## src/rtl/id_ex_pipe.sv

```systemverilog
// ID/EX pipeline register: captures gated controls and ID operands, extends the
// immediate, and handles hold, immediate/deferred flush and bubble counting.
module id_ex_pipe #(
  parameter int DATA_W = 32,
  parameter int CNT_W  = 16
) (
  input  logic              clk_i,
  input  logic              rst_i,
  input  logic              hold_i,
  input  logic              flush_i,
  input  logic              bubble_i,
  input  logic              cnt_clr_i,
  input  logic              RegDst_i,
  input  logic              ALUSrc_i,
  input  logic              MemToReg_i,
  input  logic              RegWrite_i,
  input  logic              MemWrite_i,
  input  logic              ExtOp_i,
  input  logic [1:0]        ALUOp_i,
  input  logic [DATA_W-1:0] pc_i,
  input  logic [DATA_W-1:0] rs_data_i,
  input  logic [DATA_W-1:0] rt_data_i,
  input  logic [15:0]       imm_i,
  input  logic [4:0]        rs_addr_i,
  input  logic [4:0]        rt_addr_i,
  input  logic [4:0]        rd_addr_i,
  output logic              RegDst_o,
  output logic              ALUSrc_o,
  output logic              MemToReg_o,
  output logic              RegWrite_o,
  output logic              MemWrite_o,
  output logic [1:0]        ALUOp_o,
  output logic [DATA_W-1:0] pc_o,
  output logic [DATA_W-1:0] rs_data_o,
  output logic [DATA_W-1:0] rt_data_o,
  output logic [DATA_W-1:0] imm_o,
  output logic [4:0]        rs_addr_o,
  output logic [4:0]        rt_addr_o,
  output logic [4:0]        rd_addr_o,
  output logic              valid_o,
  output logic [CNT_W-1:0]  bubble_cnt_o
);

  logic              pendingFlush_r;
  logic              flushNow_s;
  logic              countInc_s;
  logic [DATA_W-1:0] immExt_s;
  logic [CNT_W-1:0]  cntNext_s;

  function automatic logic [DATA_W-1:0] extendImm(input logic [15:0] imm, input logic signExt);
    if (signExt) begin
      extendImm = {{(DATA_W-16){imm[15]}}, imm};
    end else begin
      extendImm = {{(DATA_W-16){1'b0}}, imm};
    end
  endfunction

  // Next-state helpers: flush selection, bubble accounting and saturating count.
  always_comb begin
    flushNow_s = flush_i | pendingFlush_r;
    immExt_s   = extendImm(imm_i, ExtOp_i);
    if (hold_i) begin
      countInc_s = 1'b0;
    end else if (flushNow_s) begin
      countInc_s = 1'b1;
    end else begin
      countInc_s = bubble_i;
    end
    if (cnt_clr_i) begin
      cntNext_s = {CNT_W{1'b0}};
    end else if (countInc_s && (bubble_cnt_o != {CNT_W{1'b1}})) begin
      cntNext_s = bubble_cnt_o + {{(CNT_W-1){1'b0}}, 1'b1};
    end else begin
      cntNext_s = bubble_cnt_o;
    end
  end

  // Pipeline register with reset > hold > flush > load priority.
  always_ff @(posedge clk_i) begin
    if (!rst_i) begin
      RegDst_o       <= 1'b0;
      ALUSrc_o       <= 1'b0;
      MemToReg_o     <= 1'b0;
      RegWrite_o     <= 1'b0;
      MemWrite_o     <= 1'b0;
      ALUOp_o        <= 2'b00;
      pc_o           <= {DATA_W{1'b0}};
      rs_data_o      <= {DATA_W{1'b0}};
      rt_data_o      <= {DATA_W{1'b0}};
      imm_o          <= {DATA_W{1'b0}};
      rs_addr_o      <= 5'd0;
      rt_addr_o      <= 5'd0;
      rd_addr_o      <= 5'd0;
      valid_o        <= 1'b0;
      bubble_cnt_o   <= {CNT_W{1'b0}};
      pendingFlush_r <= 1'b0;
    end else begin
      bubble_cnt_o <= cntNext_s;
      if (hold_i) begin
        // Contents frozen; any flush seen now is remembered for the next load.
        pendingFlush_r <= pendingFlush_r | flush_i;
      end else if (flushNow_s) begin
        RegDst_o       <= 1'b0;
        ALUSrc_o       <= 1'b0;
        MemToReg_o     <= 1'b0;
        RegWrite_o     <= 1'b0;
        MemWrite_o     <= 1'b0;
        ALUOp_o        <= 2'b00;
        pc_o           <= {DATA_W{1'b0}};
        rs_data_o      <= {DATA_W{1'b0}};
        rt_data_o      <= {DATA_W{1'b0}};
        imm_o          <= {DATA_W{1'b0}};
        rs_addr_o      <= 5'd0;
        rt_addr_o      <= 5'd0;
        rd_addr_o      <= 5'd0;
        valid_o        <= 1'b0;
        pendingFlush_r <= 1'b0;
      end else begin
        RegDst_o       <= RegDst_i;
        ALUSrc_o       <= ALUSrc_i;
        MemToReg_o     <= MemToReg_i;
        RegWrite_o     <= RegWrite_i;
        MemWrite_o     <= MemWrite_i;
        ALUOp_o        <= ALUOp_i;
        pc_o           <= pc_i;
        rs_data_o      <= rs_data_i;
        rt_data_o      <= rt_data_i;
        imm_o          <= immExt_s;
        rs_addr_o      <= rs_addr_i;
        rt_addr_o      <= rt_addr_i;
        rd_addr_o      <= rd_addr_i;
        valid_o        <= ~bubble_i;
        pendingFlush_r <= 1'b0;
      end
    end
  end

endmodule

```

## config.mk

```make
export PLATFORM = sky130hd
export DESIGN_NAME = id_ex_pipe
export DESIGN_NICKNAME = d
export VERILOG_FILES = /design/src/rtl/id_ex_pipe.sv
export SDC_FILE = /design/constraint.sdc
export NUM_CORES = 1
export LEC_CHECK = 0
export ABC_AREA = 0
export CAP_MARGIN = 10
export CORE_MARGIN = 2
export CORE_UTILIZATION = 31
export CTS_BUF_LIST = sky130_fd_sc_hd__clkbuf_16
export CTS_CLUSTER_DIAMETER = 100
export CTS_CLUSTER_SIZE = 28
export DETAILED_ROUTE_END_ITERATION = 7
export GPL_TIMING_DRIVEN = 0
export PLACE_DENSITY = 0.71
export SLEW_MARGIN = 20
export SYNTH_ARGS = -nofsm -noshare
export SYNTH_HDL_FRONTEND = slang
export SYNTH_SLANG_ARGS = --single-unit
```

## constraint.sdc

```tcl
create_clock -name clk_i -period 2.3 [get_ports clk_i]
set_input_delay 0.23 -clock clk_i [delete_from_list [all_inputs] [get_ports clk_i]]
set_output_delay 0.23 -clock clk_i [all_outputs]
set_load 0.01 [all_outputs]
```

==> reports/results.ini, run 1 <==
[synth]
syn_inst=430
synth_ff_type=dfxtp_1
yosys.area.top_type=dfxtp_1
synth_area_sq_mm=0.00509
synth_edf_count=0
ys_top_cells_by_area=dfxtp_1, a22o_1, buf_4, clkbuf_1, nand4_1
yosysWarningCount=0
yosysSeqAreaShare_pct=60.2
synth_fp_nets=572
synth_top_area_share_pct=60.2
synth-async-reset-ratio_pct=0
syn_area_per_cell_sq_um=11.8
ys_types=37
synth-seq-cells=153

[cts]
ctsResizeCount=1
cts_setup_buffers=0
path_clk_slew_ns=0.07
cts_tree=yes
cts_buffers=17
htreeDepth=4
cts_hold_buf=0
clock_sinks=153
root_buffer=clkbuf_16
clock_path_buffers=2
clk_latency_ns=0.42

[sta]
min_period_over_period_pct=88.2
setup_viol=0
slew_violations=0
layout_min_cycle_time_ns=2.03
finalSetupTns_ns=0
fin_skew_ns=0.0120
fin_hold_ws_ns=0.401
max_freq_mhz=493
grt_setup_unrepaired=false
hold_violations=0
worst_slew_pin_slew_ns=0.569
slew_headroom_pct=61.7

[global_routing]
grt_overflow=0
grt_max_degree=18
grt.total_usage_pct=19.1
grt_pass1_vias=4881
antenna_found_initial=0
grt_pass1_wl_um=26500

[layout]
nets=897
drive_above_1_share_pct=7.16
nFillCells=1374
syn_to_final_growth_pct=76.6
insertedDiodeCount=0

[hold_path]
hold_depth=2
hp-class=input port to register
min-delay-start=pc_i[24]

[floorplanning]
rows=46
die_w_um=132
core_area_sq_mm=0.0159
io_pins=308
die_h_um=132
start_util_pct=31.9
dieArea_sq_mm=0.0174

[route]
avgViaCountPerCell=4.93
drc=0
vias=4855
wl_per_cell_um=17.3
dr.pass1.iters=4
wl_um=17000
drt_iter0_drc=178
ant_nets=0

[placement]
post-dp-hpwl_um=12900
gp_congestion=0.846
numPortBuffers=307

[worst_setup_path]
critPathCaptureType=register
reg2reg_from=bubble_cnt_o[0]
reg2reg_depth=5
cp_data_required_time_ns=2.65
worstPathArrival_ns=2.38
crit_type=register to register
critPathLaunchType=register
worstPathMaxFanout=6
startpoint=bubble_cnt_o[0]

[job]
drv_cap=0

[pwr]
peakVddDrop_mv=0.465
p_leak_nw=3.41
p_total_mw=6.12
powerDensity_mw_per_mm2=681

[run_status]
status=completed

==> report_power, final <==
group / leakage [nW] / internal [mW] / switching (mW) / total (mW)
sequential: 1.25 / 2.74 / 0.0520 / 2.80
combinational: 1.90 / 0.444 / 0.243 / 0.686
clock: 0.261 / 1.49 / 1.15 / 2.64
==> through the flow <==
| stage | area, sq um | worst slack [ns] | cells | utilization, % |
|---|---|---|---|---|
| 6_report | 8980 | 0.272 | 984 | 56.3 |
| 5_1_grt | 8980 | 0.0329 | 984 | 56.3 |
| 4_1_cts | 8980 | 0.0965 | 984 | 56.3 |
| 3_5_place_dp | 8430 | -0.477 | 953 | 52.9 |
| 3_3_place_gp | 8430 | -0.439 | 953 | 52.9 |
| 2_1_floorplan | 5090 | 0.451 | 430 | - |
==> synth_stat cells, drive strengths merged, types with 3 or more instances <==
| cell type | n |
|---|---|
| dfxtp | 153 |
| a22o | 134 |
| buf | 27 |
| clkbuf | 23 |
| a21oi | 12 |
| nand4 | 10 |
| o31ai | 7 |
| or4 | 7 |
| nand2 | 5 |
| o21ai | 5 |
| nand3 | 4 |
| nor2 | 4 |
| or3 | 4 |
| and3 | 3 |
| and4 | 3 |
| inv | 3 |
| nand2b | 3 |
| o21a | 3 |
==> final timing paths <==
path                                         end  slack (ns)
worst max-delay path            bubble_cnt_o[14]        0.27
worst min-delay path                    pc_o[24]        0.40
worst max register to register  bubble_cnt_o[14]        0.27
worst min register to register         imm_o[12]        0.48
==> layout by cell type, fill, tap and decap left out, types with 2 or more instances in the layout <==
| cell | count |
|---|---|
| clkbuf_16 | 17 |
| inv_6 | 3 |
| nor2_1 | 4 |
| and4_1 | 3 |
| o21ai_0 | 5 |
| nand2b_1 | 3 |
| o21a_1 | 3 |
| inv_1 | 3 |
| o31ai_1 | 7 |
| nand2_1 | 5 |
| clkdlybuf4s50_1 | 307 |
| a21oi_1 | 12 |
| and3_1 | 3 |
| buf_1 | 9 |
| a22o_1 | 134 |
| nor4_1 | 2 |
| clkinv_1 | 2 |
| or3_1 | 4 |
| buf_2 | 3 |
| nor3_1 | 2 |
| nand3_1 | 4 |
| dfxtp_1 | 153 |
| or4_1 | 7 |
| clkinv_2 | 3 |
| clkbuf_1 | 21 |
| clkinv_4 | 2 |
| clkinvlp_4 | 4 |
| buf_4 | 15 |
| nand4_1 | 10 |
| or2_2 | 2 |
==> routing by layer <==
layer | track usage (%) | up-vias | share of wire (%)
met1 | 20.5 | 2311 | 39
li1 | - | 2303 | -
met3 | 7.54 | 24 | 8.0
met2 | 34.3 | 217 | 52
met4 | 5.98 | 0 | 1.5
met5 | 0 | - | 0
==> cells by family after synthesis <==
family,share of synthesized area [%]
muxes,0.197
buffers and inverters,5.09
and+or+nand+nor,6.84
adders and majority gates,0.246
AOI/OAI and AO/OA,27.4
DFF,60.2
==> flip-flops by register name, indices dropped and copies added, names as in the netlist <==
register / cells
RegDst_o: 1
valid_o: 1
ALUOp_o: 2
rd_addr_o: 5
imm_o: 17
RegWrite_o: 1
rs_data_o: 32
MemToReg_o: 1
pc_o: 32
bubble_cnt_o: 16
pendingFlush_r: 1
rt_data_o: 32
MemWrite_o: 1
ALUSrc_o: 1
rs_addr_o: 5
rt_addr_o: 5
==> cell type report <==
type / count / area (sq um) / share of cell area [%]
plain buffers: 49 / 245 / 2.73
repair buffers: 307 / 3070 / 34.2
clock inverters: 15 / 126 / 1.41
inverters: 3 / 11.3 / 0.125
multi-input cells: 224 / 1770 / 19.7
flip-flops and latches: 153 / 3060 / 34.1
well taps: 216 / 270 / 3.01
clock buffers: 17 / 425 / 4.74
==> critical path, stage by stage, from the launching register on <==
cell     delay [ns]
dfxtp_1        0.45
ha_1           0.26
nand3_1        0.16
or3_1          0.47
or4_1          0.49
a21oi_1        0.14
No activity file was read; power rests on OpenSTA's default activity.
==> run 2: changes to the inputs <==
CELL_PAD_IN_SITES_DETAIL_PLACEMENT = 1   (was default)
CELL_PAD_IN_SITES_GLOBAL_PLACEMENT = 2   (was default)
CORE_UTILIZATION = 21   (was 31)
PLACE_DENSITY = 0.8   (was 0.71)
==> run 2 against run 1 <==
  * Core utilization down 18 points
  * Flip-flop and latch count is the same
  * Hold slack got worse by 0.00063 ns
  * Via count shrank 0.64%
  * Register-to-register slack is essentially flat
  * Clock power increased by 3%
  * Maximum frequency shrank 1.3%
  * Cell count rose by 10%
  * Combinational power increased by 1%
  * Die area grew 46%
  * Critical path depth up 1
  * Non-clock buffer count unchanged
  * Highest routed layer unchanged
==> reports/results.ini, run 2 (synthesis gave the netlist of run 1 again) <==
[global_routing]
grt.total_usage_pct=14.7  ; -4.4 points
grt_max_degree=18  ; unchanged
grt_overflow=0  ; unchanged
grt_pass1_vias=5149  ; +5.5%
antenna_found_initial=0  ; unchanged
grt_pass1_wl_um=29700  ; +12%

[placement]
placed_cells=1056  ; +11%
post-dp-hpwl_um=14400  ; +11%
dp_slack_ns=-0.605  ; -0.127 ns
gp_congestion=0.731  ; -14%
numPortBuffers=307  ; unchanged

[sta]
layout_min_cycle_time_ns=2.05  ; +0.0265 ns
fin_skew_ns=0.0152  ; +0.00319 ns
setup_viol=0  ; unchanged
grt_setup_unrepaired=false
slew_headroom_pct=52.7  ; -9.0 points
setup_slack_ns=0.245  ; -0.0265 ns
max_freq_mhz=487  ; -1.3%
hold_violations=0  ; unchanged
slew_violations=0  ; unchanged
worst_slew_pin_slew_ns=0.709  ; +0.140 ns
min_period_over_period_pct=89.3  ; +1.2 points

[route]
avgViaCountPerCell=4.44  ; -10%
drc=0  ; unchanged
wl_per_cell_um=17.5  ; +1.1%
wl_met1_um=8340  ; +26%
ant_nets=0  ; unchanged
wl_met3_um=1480  ; +9.0%
dr.pass1.iters=4  ; unchanged
wl_um=19000  ; +12%
highest_layer=met4
vias=4824  ; -0.64%
wl_met2_um=9070  ; +2.8%
drt_iter0_drc=111  ; -38%

[worst_setup_path]
critPathLaunchType=input port
critPathCaptureType=register
startpoint=hold_i
reg2reg_from=bubble_cnt_o[8]
reg2reg_depth=7  ; +2
crit_type=input port to register
cp_data_required_time_ns=2.65  ; about the same
worstPathMaxFanout=10  ; +4
r2r-end=bubble_cnt_o[1]
worstPathArrival_ns=2.41  ; +0.03 ns
r2r_slack_ns=0.28  ; about the same
crit_path_end=rt_data_o[12]

[floorplanning]
start_util_pct=21.5  ; -10 points
core_area_sq_mm=0.0236  ; +48%
rows=56  ; +22%
die_w_um=160  ; +21%
dieArea_sq_mm=0.0255  ; +46%
io_pins=308  ; unchanged
die_h_um=160  ; +21%

[layout]
mostFrequentLayoutCell=clkdlybuf4s50_1
final_util_pct=38.6  ; -18 points
reg_top3=pc_o (32), rs_data_o (32), rt_data_o (32)
syn_to_final_growth_pct=79.3
drive_above_1_share_pct=7.42  ; +0.26 points
instances_no_fill=1087  ; +10%
mostFrequentLayoutCells=clkdlybuf4s50_1, dfxtp_1, a22o_1
insertedDiodeCount=0  ; unchanged
nets=897  ; unchanged

[job]
drv_cap=0  ; unchanged

[cts]
clock_sinks=153  ; unchanged
cts_setup_buffers=0  ; unchanged
cts_tree=yes
clock_path_buffers=2  ; unchanged
path_clk_slew_ns=0.07  ; about the same
clk_latency_ns=0.42  ; about the same
htreeDepth=4  ; unchanged
root_buffer=clkbuf_16
cts_buffers=17  ; unchanged

[pwr]
powerDensity_mw_per_mm2=679  ; -0.29%
p_total_mw=6.20  ; +1.3%
peakVddDrop_mv=0.336  ; -28%
p_leak_nw=3.43  ; +0.56%

[run_status]
status=completed

[hold_path]
hp-class=input port to register

run 2: changes by cell type in the layout (fill, tap and decap cells not counted):
cell and change:
clkinv_1 -2, clkinvlp_4 -2, inv_6 +1, clkinv_2 -2
inv_8 +4, inv_1 +1, bufinv_16 -1, buf_1 -1
buf_2 +1, clkinv_8 +1
run 2: layout make-up:
type / count / area (sq um)
plain buffers: 49 / 246
clock buffers: 17 / 425
clock inverters: 15 / 138
fillers: 2630 / 14500
inverters: 3 / 11.3
multi-input cells: 224 / 1770
flip-flops and latches: 153 / 3060
well taps: 319 / 399
repair buffers: 307 / 3070
run 2: how the worst min path moves through the flow:
stage	from	to	slack [ns]	cells after the start
3_3_place_gp	pc_o[6]	pc_o[6]	0.46	1
6_report	pc_i[22]	pc_o[22]	0.40	2
2_1_floorplan	flush_i	pendingFlush_r	0.35	1
5_1_grt	pc_i[17]	pc_o[17]	0.38	2
3_5_place_dp	rs_data_o[2]	rs_data_o[2]	0.46	1
4_1_cts	rs_data_i[23]	rs_data_o[23]	0.38	2
run 2: routing by layer:
| metal | track usage (%) | vias to the layer above |
|---|---|---|
| li1 | - | 2298 |
| met1 | 18.2 | 2331 |
| met2 | 24.3 | 187 |
| met3 | 5.40 | 8 |
| met4 | 3.43 | 0 |
| met5 | 0 | - |
run 2: per-stage QoR:
| step | instance area [sq um] | setup TNS, ns | hold WS [ns] |
|---|---|---|---|
| floorplan | 5090 | 0 | 0.354 |
| global placement | 8560 | -38.28 | 0.460 |
| detailed placement | 8560 | -35.42 | 0.463 |
| CTS | 9120 | 0 | 0.375 |
| global route | 9120 | 0 | 0.383 |
| finish | 9120 | 0 | 0.400 |
run 2: critical path, cell delays in order:
cell and delay, ns:
clkdlybuf4s50_1 0.53, nor4b_1 0.36, clkbuf_2 0.32, buf_2 0.33, buf_1 0.41, a22o_1 0.21
run 2: report_power, final:
part | internal [mW] | total (mW) | switching (mW)
clock | 1.43 | 2.71 | 1.28
sequential | 2.74 | 2.79 | 0.0524
combinational | 0.444 | 0.693 | 0.249
run 2: timing repair:
item | in CTS | in global routing
hold endpoints to repair | 0 | 0
cloned | 0 | 0
hold buffers | 0 | 0
endpoints found under the setup margin | 52 | 30
gates resized for setup | 2 | 1
==> run 3: changes to the inputs <==
PLACE_DENSITY = default   (was 0.8)
PLACE_DENSITY_LB_ADDON = 0.05   (was default)
==> run 3 against run 2 <==
  * Wire length grew 5.5%
  * Non-clock buffer count fell by 1
  * Flip-flop and latch count stayed put
  * Worst setup slack better by 0.020 ns
  * Cell area shrank 0.21%
  * Sequential power is essentially flat
  * Total power down 1.3%
  * Register-to-register slack about the same
  * Via count increased by 0.50%
  * Clock power is 3% lower
  * Critical path type is now register to primary output
  * Critical endpoint is now imm_o[18]
  * Largest power group unchanged
==> reports/results.ini, run 3 (synthesis gave the netlist of run 1 again) <==
[floorplanning]
die_h_um=160  ; unchanged
die_w_um=160  ; unchanged
io_pins=308  ; unchanged
start_util_pct=21.5  ; unchanged
rows=56  ; unchanged
dieArea_sq_mm=0.0255  ; unchanged
core_area_sq_mm=0.0236  ; unchanged

[sta]
setup_viol=0  ; unchanged
min_period_over_period_pct=88.5  ; -0.89 points
slew_violations=0  ; unchanged
max_freq_mhz=492  ; +1.0%
fin_skew_ns=0.0117  ; -0.00349 ns
hold_violations=0  ; unchanged
layout_min_cycle_time_ns=2.03  ; -0.0205 ns
slew_headroom_pct=61.3  ; +8.5 points
setup_slack_ns=0.266  ; +0.0205 ns
grt_setup_unrepaired=false
worst_slew_pin_slew_ns=0.577  ; -0.133 ns
fin_hold_ws_ns=0.398  ; -0.00155 ns

[layout]
nets=896  ; -0.11%
drive_above_1_share_pct=7.17  ; -0.25 points
instances_no_fill=1088  ; +0.092%
syn_to_final_growth_pct=79.0
mostFrequentLayoutCells=clkdlybuf4s50_1, dfxtp_1, a22o_1
reg_top3=pc_o (32), rs_data_o (32), rt_data_o (32)
mostFrequentLayoutCell=clkdlybuf4s50_1

[cts]
clk_latency_ns=0.42  ; about the same
htreeDepth=4  ; unchanged
path_clk_slew_ns=0.07  ; about the same
clock_path_buffers=2  ; unchanged
root_buffer=clkbuf_16
cts_tree=yes
cts_setup_buffers=0  ; unchanged
clock_sinks=153  ; unchanged
cts_buffers=17  ; unchanged
cts_hold_buf=0  ; unchanged

[worst_setup_path]
crit_type=register to primary output
worstPathMaxFanout=17  ; +7
worstPathArrival_ns=1.80  ; -0.61 ns
critPathLaunchType=register
crit_slowest_cell=dfxtp_1
critPathMaxStageDelay_ns=0.66  ; +0.13 ns
cp_data_required_time_ns=2.07  ; -0.58 ns
cp_top_family=buffers and inverters
critPathCaptureType=primary output
cp_cell_sequence=buf_4, clkdlybuf4s50_1
cp_num_buf_inv=2  ; -2

[global_routing]
grt_pass1_vias=5172  ; +0.45%
grt_pass1_wl_um=31300  ; +5.4%
antenna_found_initial=3  ; +3
grt_max_degree=18  ; unchanged
grt_overflow=0  ; unchanged
grt.total_usage_pct=15.8  ; +1.1 points

[job]
drv_cap=0  ; unchanged

[placement]
numPortBuffers=307  ; unchanged
placed_cells=1056  ; unchanged
post-dp-hpwl_um=15600  ; +8.8%
gp_congestion=0.738  ; +0.90%
dp_slack_ns=-0.630  ; -0.0253 ns

[run_status]
status=completed

[route]
wl_per_cell_um=18.5  ; +5.4%
wl_um=20100  ; +5.5%
drt_iter0_drc=151  ; +36%
avgViaCountPerCell=4.46  ; +0.41%
vias=4848  ; +0.50%
drc=0  ; unchanged
dr.pass1.iters=4  ; unchanged
ant_nets=0  ; unchanged

[pwr]
powerDensity_mw_per_mm2=672  ; -1.1%
p_total_mw=6.12  ; -1.3%
p_leak_nw=3.41  ; -0.58%
peakVddDrop_mv=0.365  ; +8.7%

[hold_path]
hp-class=input port to register

## run 3: changes by cell type in the layout (fill, tap and decap cells not counted), sizes merged
cell / change
clkbuf: -1
clkinvlp: +2
diode: +2
inv: -2
## run 3: final timing paths
| path | depth (start not counted) | end | from | slack (ns) |
|---|---|---|---|---|
| max | 2 | imm_o[18] | imm_o[30] | 0.27 |
| max reg2reg | 5 | bubble_cnt_o[14] | bubble_cnt_o[0] | 0.29 |
| min | 2 | pc_o[14] | pc_i[14] | 0.40 |
| min reg2reg | 1 | imm_o[8] | imm_o[8] | 0.48 |
## run 3: cell type report
| class | count | area (sq um) |
|---|---|---|
| Antenna cell | 2 | 5.00 |
| Buffer | 48 | 241 |
| Clock buffer | 17 | 425 |
| Clock inverter | 15 | 119 |
| Fill cell | 2589 | 14500 |
| Inverter | 3 | 11.3 |
| Multi-Input combinational cell | 224 | 1770 |
| Sequential cell | 153 | 3060 |
| Tap cell | 319 | 399 |
| Timing Repair Buffer | 307 | 3070 |
## run 3: timing repair
action,in CTS,in global routing
resized for setup,2,0
endpoints found under the setup margin,52,9
pin swaps,0,0
endpoints found under the hold margin,0,0
## run 3: worst register-to-register path, stage by stage, from the launching register on
cell,delay (ns)
dfxtp_1,0.41
ha_1,0.24
nand3_1,0.17
or3_1,0.47
or4_1,0.49
a21oi_1,0.16
## run 3: metrics by stage
stage	area, sq um	util, %	setup TNS [ns]
6_report	9100	38.5	0
5_1_grt	9100	38.5	0
4_1_cts	9100	38.5	0
3_5_place_dp	8560	36.2	-41.59
3_3_place_gp	8560	36.2	-35.26
2_1_floorplan	5090	-	0
## run 3: where the power goes
part           internal (mW)  leakage (nW)  switching, mW  total [mW]
combinational          0.444          1.90          0.252       0.696
clock                   1.40         0.261           1.23        2.63
sequential              2.74          1.25         0.0521        2.79
total                   4.59          3.41           1.53        6.12
## run 3: layer usage
metal	GRT usage [%]	vias to the layer above	share of wire, %	wire length (um)
li1	-	2299	-	-
met1	18.0	2335	40	8100
met2	26.6	190	49	9800
met3	6.57	24	9.0	1800
met4	5.70	0	1.9	374
met5	0	-	0	0
==> RTL edit 1: new RTL, flow settings as in run 2 <==
Set the parameter `CNT_W` to 24 (it was 16).
--- a/src/rtl/id_ex_pipe.sv
+++ b/src/rtl/id_ex_pipe.sv
@@ -2,7 +2,7 @@
 // immediate, and handles hold, immediate/deferred flush and bubble counting.
 module id_ex_pipe #(
   parameter int DATA_W = 32,
-  parameter int CNT_W  = 16
+  parameter int CNT_W  = 24
 ) (
   input  logic              clk_i,
   input  logic              rst_i,
Interface: changed (resized bubble_cnt_o); port bits go from 308 to 316. The function was not compared with the original's and may differ.
==> RTL edit 1 against run 2 <==
- die area increased by 11%
- highest routed layer unchanged
- routed wire length increased by 10%
- global-route usage about the same
- clock skew decreased by 0.00051 ns
- power increased by 4.6%
- utilization decreased by 1.8 points
- setup slack got worse by 0.043 ns
- synthesized cell count increased by 13%
- sequential cell count increased by 8
- maximum frequency decreased by 2.1%
- cell area increased by 7.8%
- area after synthesis increased by 11%
==> RTL edit 1: results <==
group,metric,value,unit
cells_and_area,nonClockBufferCount,369,
grt,grt_first_pass_wirelength,32500,µm
cells_and_area,inverters,4,
synthesis,synth.distinct_cells,41,
clocking,cts_resized,0,
critical_path,startpoint,"imm_o[30]$_SDFFE_PN0N_",
placement,dp.cells,1144,
clocking,root_buffer,"clkbuf_16",
clocking,cts_made_buffers,17,
cells_and_area,nFillCells,2940,
critical_path,cpMaxStageDelayCell,"dfxtp_1",
cells_and_area,regArea,0.00322,mm²
placement,dpl.hpwl,15800,µm
routing,detailedRoute.firstIterationViolations,184,
routing,wire_per_inst,17.8,µm
power,irDropWorstVdd,0.320,mV
run_status,status,"complete, no violations",
sta,hold_ws,0.390,ns
grt,grt_max_degree,19,
sta,worst_slack,0.202,ns
cells_and_area,nNetsFinal,964,
synthesis,syn_nets,630,
power,p_leak,3.64,nW
power,p_int,4.79,mW
critical_path,r2r_cells,6,
synthesis,synth_seq_area_share,56.9,%
sta,fin_skew,0.0147,ns
synthesis,synth_top_cells_by_count,"161 x dfxtp_1, 134 x a22o_1, 30 x nand2_1",
grt,track_usage,14.7,%
routing,via_count,5204,
cells_and_area,finish.utilization,36.8,%
die,num_rows,60,
critical_path,r2r_setup_slack,0.41,ns
sta,max_slew.worst_pin.slew,0.594,ns
grt,antenna_found_initial,1,
synthesis,synth_area_leaders,"dfxtp_1 57%, a22o_1 21%, mux2i_1 3.7%",
cells_and_area,clock_area_share,5.95,%
cells_and_area,antenna_cells,1,
cells_and_area,multi_input_gates,269,
synthesis,synth-compound-area-share,23.6,%
cells_and_area,final_cells,1177,
clocking,htree_levels,4,
placement,dpl_cell_area,0.00925,mm²
critical_path,worstPathMaxFanout,17,
critical_path,cp.arrival,1.87,ns
placement,gp_congestion,0.719,
synthesis,synth_fa_ha_area_share,0.221,%
placement,portBuffers,315,
synthesis,muxShareOfSynthArea,3.71,%
==> RTL edit 1: changes by cell type after synthesis, moves of 5 or more <==
cell and delta:
or4_1 -5, a21oi_1 -7, nand2_1 +25, a211oi_1 +8, buf_1 -6, nand2b_1 +18
mux2i_1 +20, o31ai_1 -6, dfxtp_1 +8, buf_2 +8
==> RTL edit 1: metal layers <==
layer  wire length [µm]  vias up  track usage (%)  share of wire (%)
li1                   -     2511                -                  -
met2               9950      195             24.3                 47
met3               1710       11             5.76                8.2
met5                  0        -                0                  0
met4                218        0             3.75                1.0
met1               9090     2487             17.9                 43
==> RTL edit 1: power by group through the flow <==
| stage | clock (mW) | sequential, mW | combinational (mW) |
|---|---|---|---|
| floorplan | 0 | 3.03 | 0.169 |
| global placement | 0 | 2.99 | 0.716 |
| detailed placement | 0 | 3.00 | 0.723 |
| CTS | 2.95 | 2.93 | 0.727 |
| global route | 3.06 | 2.95 | 0.765 |
| finish | 2.83 | 2.93 | 0.714 |
==> RTL edit 2: new RTL, config.mk and constraints of run 2 <==
Made on the original files. Reset style: asynchronous (`rst_i`), changed in one clocked block.
--- a/src/rtl/id_ex_pipe.sv
+++ b/src/rtl/id_ex_pipe.sv
@@ -76,7 +76,7 @@
   end
 
   // Pipeline register with reset > hold > flush > load priority.
-  always_ff @(posedge clk_i) begin
+  always_ff @(posedge clk_i or negedge rst_i) begin
     if (!rst_i) begin
       RegDst_o       <= 1'b0;
       ALUSrc_o       <= 1'b0;
Check against the original RTL: differs if rst_i is asserted again (counterexample within 4 cycles, from zero or initial values and one cycle with rst_i low); with rst_i held inactive, the same outputs for 4 cycles.
==> RTL edit 2 against run 2 <==
- non-clock buffer count up 3
- global-route usage shrank 0.49 points
- power rose by 9.5%
- largest cell class is now flip-flops and latches
- sequential share of layout area increased by 4.7 points
- critical endpoint is now bubble_cnt_o[11]$_DFFE_PN0P_
- utilization down 2.4 points
- sequential cell count unchanged
- cell area is 9.6% higher
- die area rose by 14%
- area after synthesis up 15%
- combinational power is 60% higher
- setup slack worse by 0.010 ns
- routed wire length grew 9.2%
==> RTL edit 2: results <==
group,metric,value,unit
synthesis,synth_seq_area_share,65.5,%
routing,dr.pass1.iters,4,
clocking,clock_latency,0.42,ns
grt,grt_first_pass_wirelength,31900,µm
cells_and_area,nFillCells,2994,
sta,max_slew.worst_pin.slew,0.687,ns
critical_path,criticalPathCategory,"reg -> reg",
clocking,clkTransAtPathRegs,0.07,ns
synthesis,yosys_warnings,0,
critical_path,timing.rr.start,"bubble_cnt_o[0]$_DFFE_PN0P_",
synthesis,syn_nets,560,
worst_hold_path,hp-class,"in -> async",
cells_and_area,reg.largest.list,"pc_o: 32 flops, rs_data_o: 32 flops, rt_data_o: 32 flops",
synthesis,synth_top_cells_by_count,"153 x dfrtp_1, 134 x a22o_1, 25 x clkbuf_1, 16 x buf_4, 12 x a21oi_1",
critical_path,worstPathMaxFanout,10,
critical_path,cp_top_family,"simple AND/OR/NAND/NOR gates",
synthesis,ys_async_sr_fraction,100,%
routing,wl,20800,µm
placement,gp_congestion,0.686,
grt,track_usage,14.2,%
critical_path,cp.arrival,2.36,ns
cells_and_area,nNetsFinal,887,
routing,detailedRoute.firstIterationViolations,150,
cells_and_area,drive_gt1_share,8.71,%
placement,dpl_cell_area,0.00941,mm²
grt,antenna_found_initial,0,
critical_path,critical_path.max_stage_delay,0.43,ns
clocking,root_buffer,"clkbuf_16",
clocking,htree_levels,4,
grt,grt_max_degree,90,
grt,grt_pass1_vias,5320,
placement,dpl.hpwl,15300,µm
synthesis,synth-edff-count,0,
power,p_leak,4.27,nW
power,irDropWorstVdd,0.321,mV
synthesis,synth.distinct_cells,36,
synthesis,synth_area_leaders,"dfrtp_1 66%, a22o_1 20%, buf_4 2.1%",
routing,via_count,4884,
clocking,cts_made_buffers,17,
placement,pre_cts_ws,-0.387,ns
cells_and_area,antenna_cells,0,
sta,fin_skew,0.0114,ns
placement,portBuffers,306,
critical_path,cpMaxStageDelayCell,"dfrtp_1",
clocking,cts.path.max_buffers,2,
cells_and_area,multi_input_area,0.00174,mm²
run_status,status,"complete, no violations",
RTL edit 2: cell types whose count changed after synthesis, moves of 8 or more:
cell,run 2,this run
buf_1,9,1
dfxtp_1,153,0
dfrtp_1,0,153
nand4_1,10,1
RTL edit 2: worst reg2reg max path: stages (launching register included):
cell     delay (ns)
dfrtp_1        0.43
ha_1           0.25
and4_1         0.19
and4_4         0.18
buf_6          0.13
buf_6          0.14
nor4_2         0.26
mux2_1         0.35
RTL edit 2: final cells by class:
class / instances / area share [%]
repair buffers: 308 / 31.1
inverters: 1 / 0.0376
clock inverters: 15 / 1.41
clock buffers: 17 / 4.26
multi-input cells: 213 / 17.4
flip-flops and latches: 153 / 38.3
plain buffers: 51 / 2.75
well taps: 378 / 4.73
RTL edit 2: stage by stage:
step / cells / hold WS (ns)
after global placement: 1102 / 0.470
after detailed placement: 1103 / 0.227
after floorplan: 418 / -0.0656
after global routing: 1136 / 0.370
final: 1136 / 0.337
after CTS: 1136 / 0.358
RTL edit 2: where the power goes:
part	leakage (nW)	switching [mW]	total (mW)	internal (mW)
clock network	0.281	1.28	2.71	1.43
logic	1.94	0.430	1.11	0.676
registers	2.05	0.108	2.97	2.86
RTL edit 2: path summary, 6_finish.rpt:
check,end,slack (ns),depth (start not counted)
setup reg to reg,bubble_cnt_o[11]$_DFFE_PN0P_,0.23,7
hold / removal,rs_data_o[31]$_DFFE_PN0N_,0.34,2
setup / recovery,bubble_cnt_o[11]$_DFFE_PN0P_,0.23,7
hold reg to reg,valid_o$_DFFE_PN0N_,0.49,2
max in group asynchronous,rt_data_o[12]$_DFFE_PN0N_,1.11,3
min in group clk_i,imm_o[0]$_DFFE_PN0N_,0.40,2
RTL edit 2: metal layers:
layer	track usage [%]	up-vias	wire length [µm]	part of all wire, %
met5	0	-	0	0
met4	3.53	0	189	0.91
met3	4.07	9	1290	6.2
met2	23.2	168	10200	49
met1	18.6	2453	9160	44
li1	-	2254	-	-
RTL edit 2: cell families (layout without fill, tap and decap cells):
logic type               Yosys count  after routing  synth area share [%]
AO/OA/AOI/OAI                    161            161                  23.0
adder cells (fa/ha/maj)            1              1                 0.214
buffers and inverters             52            392                  4.78
flip-flops                       153            153                  65.5
multiplexers                       4              4                 0.771
AND/OR/NAND/NOR                   47             47                  5.74
RTL edit 2: what timing repair did:
item / 4_1_cts / 5_1_grt
buffers inserted: 0 / 0
hold buffers: 1 / 0
endpoints found under the setup margin: 50 / 0
gates resized for setup: 1 / 0
hold endpoints to repair: 64 / 0
